**config.mk**
```make
export PLATFORM = sky130hd
export DESIGN_NAME = uart_cmd_assembler
export DESIGN_NICKNAME = d
export VERILOG_FILES = /design/src/rtl/uart_cmd_assembler.sv
export SDC_FILE = /design/constraint.sdc
export NUM_CORES = 1
export LEC_CHECK = 0
export ABC_CLOCK_PERIOD_IN_PS = 2600
export BUFFER_PORTS_ARGS = -buffer_cell sky130_fd_sc_hd__buf_2
export CAP_MARGIN = 20
export CORE_ASPECT_RATIO = 1.2
export CORE_MARGIN = 3
export CORE_UTILIZATION = 35
export CTS_CLUSTER_DIAMETER = 40
export CTS_CLUSTER_SIZE = 40
export DETAILED_ROUTE_END_ITERATION = 6
export PLACE_DENSITY = 0.56
export SYNTH_ARGS = -nofsm -noshare
export SYNTH_HDL_FRONTEND = slang
export SYNTH_SLANG_ARGS = --single-unit
```
**constraint.sdc**
```tcl
create_clock -name clk -period 2.6 [get_ports clk]
set_clock_uncertainty 0.05 [all_clocks]
set_input_delay 0.65 -clock clk [delete_from_list [all_inputs] [get_ports clk]]
set_output_delay 0.65 -clock clk [all_outputs]
set_load 0.005 [all_outputs]
```
**src/rtl/uart_cmd_assembler.sv**
```systemverilog
// Packs NUM_BYTES UART bytes, MSB-first, into one command word and hands it to
// a consumer through a level cmd_rdy/clr_cmd_rdy handshake. Stalled frames time out.
module uart_cmd_assembler #(
  parameter int NUM_BYTES    = 2,
  parameter int TIMEOUT_CLKS = 60000
) (
  input  logic                   clk,
  input  logic                   rst,
  input  logic                   rx_rdy,
  input  logic [7:0]             rx_data,
  output logic                   clr_rx_rdy,
  output logic [8*NUM_BYTES-1:0] cmd,
  output logic                   cmd_rdy,
  input  logic                   clr_cmd_rdy,
  output logic                   frame_err,
  output logic                   ovr_err
);

  localparam int CMD_W = 8 * NUM_BYTES;
  localparam int ASM_W = (NUM_BYTES > 1) ? 8 * (NUM_BYTES - 1) : 8;
  localparam int CNT_W = $clog2(NUM_BYTES + 1);
  localparam int TMR_W = $clog2(TIMEOUT_CLKS);

  typedef enum logic {IDLE, COLLECT} state_e;

  state_e             state_q, state_d;
  logic [CNT_W-1:0]   byte_cnt_q, byte_cnt_d;
  logic [TMR_W-1:0]   timer_q, timer_d;
  logic [ASM_W-1:0]   asm_q, asm_d;
  logic [CMD_W-1:0]   cmd_q, cmd_d;
  logic               cmd_rdy_q, cmd_rdy_d;
  logic               frame_err_q, frame_err_d;
  logic               ovr_err_q, ovr_err_d;

  logic [ASM_W+7:0]   shifted;
  logic               complete;

  // Bytes gathered so far with the incoming byte appended in the LSBs.
  assign shifted = {asm_q, rx_data};

  always_comb begin
    // NOTE: every signal gets a default first so no path through the case
    // leaves one unassigned, which would infer a latch.
    state_d     = state_q;
    byte_cnt_d  = byte_cnt_q;
    timer_d     = timer_q;
    asm_d       = asm_q;
    cmd_d       = cmd_q;
    cmd_rdy_d   = clr_cmd_rdy ? 1'b0 : cmd_rdy_q;
    frame_err_d = 1'b0;
    ovr_err_d   = 1'b0;
    complete    = 1'b0;
    clr_rx_rdy  = rx_rdy;

    case (state_q)
      IDLE: begin
        timer_d = '0;
        if (rx_rdy) begin
          asm_d      = shifted[ASM_W-1:0];
          byte_cnt_d = CNT_W'(1);
          if (NUM_BYTES == 1) complete = 1'b1;
          else                state_d  = COLLECT;
        end
      end
      COLLECT: begin
        if (rx_rdy) begin
          // A byte arriving on the timeout cycle still belongs to the frame.
          asm_d      = shifted[ASM_W-1:0];
          byte_cnt_d = byte_cnt_q + CNT_W'(1);
          timer_d    = '0;
          if (byte_cnt_q == CNT_W'(NUM_BYTES - 1)) begin
            complete = 1'b1;
            state_d  = IDLE;
          end
        end else if (timer_q == TMR_W'(TIMEOUT_CLKS - 1)) begin
          frame_err_d = 1'b1;
          byte_cnt_d  = '0;
          asm_d       = '0;
          timer_d     = '0;
          state_d     = IDLE;
        end else if (timer_q != '1) begin
          timer_d = timer_q + TMR_W'(1);
        end
      end
      default: state_d = IDLE;
    endcase

    // A finished frame loads only if the slot is free or being freed this edge.
    if (complete) begin
      byte_cnt_d = '0;
      asm_d      = '0;
      if (!cmd_rdy_q || clr_cmd_rdy) begin
        cmd_d     = shifted[CMD_W-1:0];
        cmd_rdy_d = 1'b1;
      end else begin
        ovr_err_d = 1'b1;
      end
    end
  end

  // NOTE: state is updated with non-blocking assignments so every flop samples
  // the pre-edge values regardless of statement order.
  always_ff @(posedge clk or posedge rst) begin
    if (rst) begin
      state_q     <= IDLE;
      byte_cnt_q  <= '0;
      timer_q     <= '0;
      asm_q       <= '0;
      cmd_q       <= '0;
      cmd_rdy_q   <= 1'b0;
      frame_err_q <= 1'b0;
      ovr_err_q   <= 1'b0;
    end else begin
      state_q     <= state_d;
      byte_cnt_q  <= byte_cnt_d;
      timer_q     <= timer_d;
      asm_q       <= asm_d;
      cmd_q       <= cmd_d;
      cmd_rdy_q   <= cmd_rdy_d;
      frame_err_q <= frame_err_d;
      ovr_err_q   <= ovr_err_d;
    end
  end

  assign cmd       = cmd_q;
  assign cmd_rdy   = cmd_rdy_q;
  assign frame_err = frame_err_q;
  assign ovr_err   = ovr_err_q;

endmodule

```
# Yosys cells after proc, flatten, opt, wreduce, memory -nomap -nowiden
# Index checks and enable logic that the tools add are counted.
# classes
addsub	2
mul	0
div_mod_pow	0
order_cmp	0
n_eq_ne	6
shifts	0
mux	30
n_bitwise	1
n_reduce_logical	4
# ops
operator	count
$mux 16	3
$mux 8	4
$pmux 16 s2	1
$add 16x1->16 const B	1
$eq 16x16->1 const B	1
$ne 16x16->1 const B	1
$pmux 8 s2	1
$mux 1	15
$mux 2	4
$ne 4x2->1 const B	2
$pmux 2 s2	1
$reduce_and 2->1	2
$ne 3x3->1 const B	1
$add 2x1->2 const B	1
$eq 2x1->1 const B	1
$pmux 1 s2	1
$logic_not 1->1	1
$logic_or 1x1->1	1
$not 1->1	1
# totals
reg_bits	46
latch_bits	0
ramBits	0
rom_bits	0
output_inout_bits	20
n_memories	0

# Logic depth before layout (Yosys ltp)
# Gate-level depths: netlist of run 1.
# logic_depth
word_depth	6
ltp_mapped	7
mapped_depth_nobuf	5

# Worst setup path before layout of run 1
# Ideal clock, no wire load.
# synth_timing
path_kind	in2reg
start	in rx_rdy
end	reg cmd_q[0] (netlist: cmd[0])
arrival_time_ns	1.878
t_required_ns	2.425
slack_ns	0.547
stages	6
n_path_buf	3
path_cell_list	buf_2 > nand3_1 > nor2b_1 > clkbuf_1 > buf_2 > mux2_2
# synth_via
elab_chain_cells	3
# synth_lines
item	line	rtl
start: declaration	9	input logic rx_rdy,
$mux 1	66	if (rx_rdy) begin
$mux 1	55	case (state_q)
$reduce_and 2->1 (no line)	n/a	
end signal: assignment	118	cmd_q <= cmd_d;
end: declaration	30	logic [CMD_W-1:0] cmd_q, cmd_d;
# No other way between the ends.
# A chain may end at the register's enable or synchronous reset.

# Worst setup path in the final report of run 1
# layout_timing
start	reg timer_q[0]
end	reg timer_q[6]
# layout_via
elab_chain_cells	5
# layout_lines
item	line	rtl
start: declaration	28	logic [TMR_W-1:0] timer_q, timer_d;
start signal: assignment	116	timer_q <= timer_d;
$add 16x1->16	82	timer_d = timer_q + TMR_W'(1);
$mux 16	81	end else if (timer_q != '1) begin
$mux 16	75	end else if (timer_q == TMR_W'(TIMEOUT_CLKS - 1)) begin
$mux 16	66	
$pmux 16 s2	55	
# Parallel ways exist; a longest one is shown, timed or not. The select of a mux whose other input is x is not followed.

==> impl_metrics.tcl, run 1 <==
set metrics [dict create \
    maxCapViolCount 0 \
    synth_ff_type "dfrtp_1" \
    p_leak_nw 1.197 \
    yosysSeqAreaShare 0.5125 \
    numCtsBuffers 5 \
    cp-end-kind "flip-flop" \
    ant_nets 0 \
    p_per_area_nw_per_um2 811.2 \
    place_inst 313 \
    synth_async_sr_flop_share 1.000 \
    period_share 0.7552 \
    syn_area_um2 2246 \
    postSynthAreaPerCell_um2 10.96 \
    grt_overflow_total 0 \
    firstDrtPassIters 4 \
    nNetsFinal 252 \
    hold_viol_final 0 \
    antenna_cells 0 \
    fin_crit_ns 1.964 \
    clock_latency_ns 0.29 \
    slew_headroom 0.5392 \
    synth_area_leaders "dfrtp_1 (51%), mux2i_1 (4.5%), mux2_1 (4.0%), mux2_2 (4.0%), nand2_1 (3.7%)" \
    rsz0062_at_grt "no" \
    status "finished, final reports clean" \
    ys_ff_latch 46 \
    core_area_um2 6128 \
    synth_edf_count 0 \
    totalWireLength_um 4381 \
    worstSetupPathType "flip-flop to flip-flop" \
    route.detailed.drc 0 \
    crit_required_ns 2.78 \
    hold_path.class "primary input to asynchronous set/reset pin" \
    start_util 0.3665 \
    cts_tree "done" \
    wire_per_inst_um 13.65 \
    path_max_fanout 12 \
    grt_usage 0.1240 \
    drt_iter0_drc 71 \
    cts_resized 0 \
    synth_nets 219 \
    grt_pass1_vias 1517 \
    viasPerCell 5.150 \
    place_hpwl_um 3108 \
    dpl_cell_area_um2 2495 \
    ys_warn_count 0 \
    finalSetupViolations 0 \
    die_y_um 93.75 \
    final_layout_size_suffix_gt1_frac 0.2469 \
    ios 32 \
    area_growth_pct 15.99 \
    finish.cell_count_without_fillers 321 \
    yosysUniqueCellTypes 48 \
    ir_drop_v 0.0002737 \
    grt_pass1_wl_um 7258 \
    num_vias 1653 \
    die_w_um 79.13 \
    cts_setup_buffers 0 \
    die_area_um2 7418 \
    grt_max_degree 47 \
    max_freq_mhz 509.3 \
    cts_root_buffer "clkbuf_8" \
    fin_setup_tns_ns 0 \
    cp-start-kind "flip-flop" \
    maxSlewViolCount 0 \
    worst_pin_slew_ns 0.6804 \
    cts_buffer_depth 2 \
    synth_largest_area_cell "dfrtp_1" \
    synthCells 205 \
    cts_hold_buf 0 \
    clock-sinks 46 \
    yosysTopAreaCellShare 0.5125 \
    design_area_um2 2605 \
    row_count 31 \
    antenna_found_initial 0 \
    port_buffers 31 \
    path_clk_slew_ns 0.09 \
    place.gp.congestion 0.7636 \
    cp.arrival_ns 2.14 \
    htree_levels 2 \
]
-- synthesized netlist by cell type, types with 4 or more instances --
library cell	n
nand4_1	5
nand2_1	22
inv_1	14
a21oi_1	10
buf_2	7
nor3_1	5
mux2i_1	10
o21ai_0	5
mux2_1	8
dfrtp_1	46
nand2b_1	4
o21ai_1	5
mux2_2	8
nand3_1	5
-- state kept, by name, summed over array words and instances (netlist names) --
signal and cells:
asm_q 8, byte_cnt_q 2, cmd 16, cmd_rdy 1, frame_err 1, ovr_err 1
state_q 1, timer_q 16
-- metrics by stage --
stage / worst slack, ns / hold slack (ns) / util / power (mW)
2_1_floorplan: 0.5471 / 0.4142 / - / 1.400
3_3_place_gp: 0.5354 / 0.4109 / 0.4071 / 1.608
3_5_place_dp: 0.4209 / 0.4191 / 0.4071 / 1.621
4_1_cts: 0.6271 / 0.4407 / 0.4251 / 2.156
5_1_grt: 0.5133 / 0.4457 / 0.4251 / 2.269
6_report: 0.6364 / 0.4313 / 0.4251 / 2.113
-- path summary, 6_finish.rpt --
path	to	startpoint	cells after the start	slack [ns]
max	timer_q[6]	timer_q[0]	5	0.64
min	cmd[13]	rst	3	0.43
max reg2reg	timer_q[6]	timer_q[0]	5	0.64
min reg2reg	cmd[3]	cmd[3]	1	0.43
max in group asynchronous	timer_q[1]	rst	3	1.67
min in group clk	cmd[3]	cmd[3]	1	0.43
-- layout by cell type, fill, tap and decap left out, types with 2 or more instances in the layout --
cell,count
clkbuf_8,5
o21ai_1,5
o31ai_1,3
and2_1,2
buf_4,6
nand4_1,5
a2111o_1,3
mux2i_1,10
nor3_1,5
dfrtp_1,46
mux2_2,8
nor4_1,2
mux2_1,8
a21oi_1,10
nor2_1,3
o21a_1,2
a41oi_1,2
buf_2,31
ha_1,2
nand3_1,5
o21ai_0,5
a21oi_2,2
a31o_1,2
nand2b_1,4
nand2_1,22
and4_1,3
inv_1,13
-- logic make-up after synthesis --
| group | count (synthesis) | share of synthesized area |
|---|---|---|
| DFF | 46 | 0.5125 |
| xor gates and xnor gates | 2 | 0.007801 |
| and+or+nand+nor | 63 | 0.1699 |
| muxes | 26 | 0.1248 |
| adders and majority gates | 2 | 0.01114 |
| buffers and inverters | 25 | 0.04735 |
| AOI/OAI and AO/OA | 41 | 0.1265 |
-- metal layers --
layer  vias to the layer above  routed length [um]  GRT usage
met2                        41                2125     0.2149
li1                        806                   -          -
met5                         -                   0          0
met4                         0                  63    0.04728
met1                       801                1975     0.1480
met3                         5                 217    0.02879
-- area by class of cell --
cell class	instances	area (um^2)
well taps	82	102.6
repair buffers	37	200.2
clock buffers	6	72.57
flip-flops and latches	46	1151
fillers	626	3523
inverters	14	52.55
clock inverters	2	37.54
multi-input cells	134	988.4
-- where the power goes --
group	total (mW)	internal (mW)	leakage, nW	switching [mW]
clock	0.525	0.287	0.0514	0.238
sequential	1.01	0.910	0.599	0.103
combinational	0.575	0.297	0.546	0.278
total	2.11	1.49	1.20	0.620
-- critical path, stage by stage, from the launching register on --
cell,delay (ns)
dfrtp_1,0.41
ha_1,0.25
and4_1,0.29
a41o_1,0.40
a2111o_1,0.43
o21ai_1,0.07
Power figures use the tool's default switching activity.
==> inputs of run 2 (changes only) <==
ABC_CLOCK_PERIOD_IN_PS = 2000   (was 2600)
clock period = 2 ns   (was 2.6 ns; I/O delays follow)
==> run 2 against run 1 <==
- sequential power up 31%
- largest power group unchanged
- highest routed layer unchanged
- core utilization is 1.3 points higher
- worst hold slack got worse by 0.26 ns
- via count rose by 1.3%
- global-route usage increased by 0.75 points
- first-iteration DRC count is 11% higher
- sequential share of layout area shrank 1.4 points
- register-to-register slack lost 0.51 ns
- largest cell class unchanged
==> impl_metrics.tcl, run 2 (synthesis results as in run 1) <==
set metrics [dict create \
    status "finished, final reports clean" \
    final_layout_size_suffix_gt1_frac 0.2653 \
    grt_overflow_total 0 \
    clock_latency_ns 0.29 \
    place_hpwl_um 3256 \
    die_y_um 93.75 \
    p_per_area_nw_per_um2 1043 \
    rsz0062_at_grt "no" \
    crit_required_ns 2.17 \
    ios 32 \
    r2r_setup_slack_ns 0.13 \
    totalWireLength_um 4449 \
    cp-start-kind "flip-flop" \
    die_area_um2 7418 \
    final_cell_mix "dfrtp_1 (46), buf_2 (31), nand2_1 (22), inv_1 (13)" \
    cp.arrival_ns 2.04 \
    ff2ff_path_depth 5 \
    period_share 0.9364 \
    worst_pin_slew_ns 0.4341 \
    row_count 31 \
    final_util 0.4385 \
    hold_path.class "primary input to asynchronous set/reset pin" \
    grt_pass1_vias 1667 \
    firstDrtPassIters 6 \
    max_freq_mhz 533.9 \
    fin_crit_ns 1.873 \
    fin_setup_tns_ns 0 \
    grt_pass1_wl_um 7817 \
    cts_setup_buffers 0 \
    maxCapViolCount 0 \
    slew_headroom 0.7098 \
    clock-sinks 46 \
    place.gp.congestion 0.8118 \
    wire_per_inst_um 13.61 \
    finalSetupViolations 0 \
    route.detailed.drc 0 \
    path_max_fanout 8 \
    worstSetupPathType "flip-flop to flip-flop" \
    cts_buffer_depth 2 \
    grt_max_degree 47 \
    cts_hold_buf 0 \
    start_util 0.3665 \
    core_area_um2 6128 \
    p_leak_nw 1.238 \
    nNetsFinal 258 \
    drt_iter0_drc 79 \
    path_clk_slew_ns 0.09 \
    antenna_cells 0 \
    die_w_um 79.13 \
    htree_levels 2 \
    cp-end-kind "flip-flop" \
    maxSlewViolCount 0 \
    cts_tree "done" \
    cts_root_buffer "clkbuf_8" \
    area_growth_pct 19.67 \
    ant_nets 0 \
    cts_resized 0 \
    num_vias 1675 \
    viasPerCell 5.122 \
    layout_commonest_cell "dfrtp_1" \
    antenna_found_initial 0 \
    numCtsBuffers 5 \
    hold_viol_final 0 \
    grt_usage 0.1315 \
    fillers 615 \
    ir_drop_v 0.0004099 \
    port_buffers 31 \
]
run 2: changes by cell type in the layout (fill, tap and decap cells not counted):
cell,delta
buf_12,+3
buf_4,+3
run 2: layer usage:
| metal | GRT usage | vias up | part of all wire |
|---|---|---|---|
| met5 | 0 | - | 0 |
| met1 | 0.1619 | 811 | 0.45 |
| met2 | 0.2254 | 39 | 0.49 |
| li1 | - | 817 | - |
| met4 | 0.04585 | 0 | 0.016 |
| met3 | 0.02879 | 8 | 0.047 |
run 2: cell type report:
type	instances	area, um^2	share of cell area
repair buffers	43	282.8	0.1052
inverters	14	52.55	0.01955
multi-input cells	134	988.4	0.3678
flip-flops and latches	46	1151	0.4283
well taps	82	102.6	0.03817
clock buffers	6	72.57	0.02700
clock inverters	2	37.54	0.01397
run 2: critical path, cell delays in order (launching register included):
cell and delay [ns]:
dfrtp_1 0.41, ha_1 0.24, and4_1 0.28, a41o_1 0.33
a2111o_1 0.41, o21ai_1 0.07
run 2: path summary, 6_finish.rpt:
path                       startpoint            end
min in group clk           rx_data[6]         cmd[6]
max in group asynchronous         rst  byte_cnt_q[1]
hold reg to reg               cmd[14]        cmd[14]
setup / recovery           timer_q[0]     timer_q[6]
setup reg to reg           timer_q[0]     timer_q[6]
hold / removal                    rst        cmd[13]
run 2: stage by stage:
stage / setup slack, ns / hold slack (ns) / power [mW] / cell area [um^2] / std cells
after global placement: 0.1907 / 0.4118 / 2.157 / 2577 / 319
after floorplan: 0.09712 / 0.4142 / 1.820 / 2246 / 205
after global routing: 0.01101 / 0.1936 / 3.018 / 2688 / 327
after detailed placement: 0.1436 / 0.4205 / 2.174 / 2577 / 319
final: 0.1272 / 0.1665 / 2.803 / 2688 / 327
after CTS: 0.1227 / 0.1785 / 2.866 / 2688 / 327
run 2: where the power goes:
| group | total (mW) | switching [mW] | internal (mW) |
|---|---|---|---|
| Combinational | 0.810 | 0.374 | 0.436 |
| Clock | 0.678 | 0.305 | 0.373 |
| Sequential | 1.32 | 0.133 | 1.18 |
==> inputs of run 3 (changes only) <==
CORE_ASPECT_RATIO = 0.6   (was 1.2)
==> run 3 against run 2 <==
- maximum frequency increased by 0.29%
- first-iteration DRC count increased by 18%
- combinational power increased by 0.7%
- core utilization increased by 1.3 points
- routed wire length increased by 6.8%
- die area increased by 0.37%
- sequential cell count unchanged
- largest power group unchanged
- largest cell class unchanged
- clock power decreased by 20%
==> impl_metrics.tcl, run 3 (synthesis results as in run 1) <==
set metrics [dict create \
    rsz0062_at_grt "no" \
    worstSetupPathType "flip-flop to flip-flop" \
    p_clk_frac 0.202 \
    core_area_um2 5886 \
    dpl_cell_area_um2 2575 \
    cts_tree "done" \
    status "finished, final reports clean" \
    place_hpwl_um 3402 \
    fillers 587 \
    worst_pin_slew_ns 0.4210 \
    clock_latency_ns 0.30 \
    numCtsBuffers 5 \
    cp.arrival_ns 2.04 \
    nNetsFinal 258 \
    firstDrtPassIters 4 \
    maxSlewViolCount 0 \
    finalSetupViolations 0 \
    cp-start-kind "flip-flop" \
    hold_viol_final 0 \
    ir_drop_v 0.0004594 \
    cp-end-kind "flip-flop" \
    die_area_um2 7446 \
    p_int_mw 1.850 \
    final_cell_mix "dfrtp_1 (46), buf_2 (31), nand2_1 (22), inv_1 (13)" \
    power_frac_seq 0.494 \
    maxCapViolCount 0 \
    antenna_found_initial 0 \
    layout_commonest_cell "dfrtp_1" \
    swShare 0.3098 \
    grt_pass1_vias 1517 \
    antenna_cells 0 \
    path_clk_slew_ns 0.09 \
    port_buffers 31 \
    slew_headroom 0.7193 \
    wire_per_inst_um 14.66 \
    die_y_um 68.05 \
    start_util 0.3816 \
    busiest_layer "met1" \
    cts_root_buffer "clkbuf_8" \
    grt_use_met3 0.03393 \
    combPwrFrac 0.304 \
    grt_pass1_wl_um 7721 \
    grt_usage 0.1364 \
    clock-sinks 46 \
    grt_util_met2 0.1702 \
    htree_levels 2 \
    met1_usage 0.2210 \
    route.detailed.drc 0 \
    num_vias 1675 \
    fin_crit_ns 1.868 \
    final_layout_size_suffix_gt1_frac 0.2664 \
    period_share 0.9338 \
    viasPerCell 5.170 \
    cts_setup_buffers 0 \
    ios 32 \
    area_growth_pct 18.33 \
    grt_overflow_total 0 \
    place.gp.congestion 0.8603 \
    p_leak_nw 1.232 \
    die_w_um 109.4 \
    path_max_fanout 8 \
    p_per_area_nw_per_um2 1009 \
    totalWireLength_um 4750 \
    grt_max_degree 47 \
    design_area_um2 2658 \
    ff2ff_path_depth 5 \
    row_count 21 \
    drt_iter0_drc 93 \
    switching_power_mw 0.8305 \
    hold_path.class "primary input to asynchronous set/reset pin" \
    pre_cts_slack_ns 0.1291 \
    ant_nets 0 \
    crit_required_ns 2.17 \
    cts_buffer_depth 2 \
    setup_slack_ns 0.1325 \
    fin_setup_tns_ns 0 \
    max_freq_mhz 535.5 \
]
## run 3: cell types whose count changed in the layout (fill, tap and decap cells not counted)
cell and change:
buf_4 -1, buf_6 +1, bufinv_16 -1, clkbuf_1 -1
clkinv_2 +2, clkinvlp_4 -1
## run 3: layout make-up
| class | instances | area [um^2] | share of cell area |
|---|---|---|---|
| inverters | 14 | 52.55 | 0.01977 |
| flip-flops and latches | 46 | 1151 | 0.4331 |
| clock buffers | 5 | 68.82 | 0.02589 |
| multi-input cells | 134 | 988.4 | 0.3719 |
| repair buffers | 43 | 286.5 | 0.1078 |
| clock inverters | 2 | 10.01 | 0.003766 |
| well taps | 80 | 100.1 | 0.03766 |
## run 3: final timing paths
path	startpoint	endpoint	slack, ns
max in group asynchronous	rst	asm_q[4]	1.51
min in group clk	rx_data[4]	cmd[4]	0.39
max	timer_q[0]	timer_q[2]	0.13
max reg2reg	timer_q[0]	timer_q[2]	0.13
min	rst	timer_q[6]	0.17
min reg2reg	cmd[4]	cmd[4]	0.43
## run 3: metal layers
metal | part of all wire | wire (um)
met1 | 0.55 | 2621
met2 | 0.38 | 1824
met3 | 0.050 | 238
met4 | 0.014 | 65
met5 | 0 | 0
## run 3: metrics by stage
| stage | power (mW) | cells | util | hold slack (ns) |
|---|---|---|---|---|
| 5_1_grt | 2.890 | 324 | 0.4515 | 0.1888 |
| 4_1_cts | 2.723 | 324 | 0.4509 | 0.1822 |
| 6_report | 2.681 | 324 | 0.4515 | 0.1712 |
| 3_5_place_dp | 2.174 | 317 | 0.4375 | 0.4207 |
| 3_3_place_gp | 2.159 | 317 | 0.4375 | 0.4136 |
| 2_1_floorplan | 1.820 | 205 | - | 0.4142 |
## run 3: power by group through the flow
stage                     registers [mW]  clock network (mW)  logic (mW)
after global routing                1.37               0.602       0.919
after CTS                           1.33               0.562       0.833
after global placement              1.34                   0       0.823
after detailed placement            1.35                   0       0.827
final                               1.32               0.540       0.816
after floorplan                     1.32                   0       0.495
## run 3: critical path, stage by stage, from the launching register on
cell      delay, ns
dfrtp_1        0.41
ha_1           0.25
and4_1         0.27
a41o_1         0.34
a2111o_1       0.41
o21ai_1        0.07
## run 3: timing repair
action	in CTS	in global routing
gates resized for setup	0	1
hold buffers	0	0
endpoints found under the setup margin	0	1
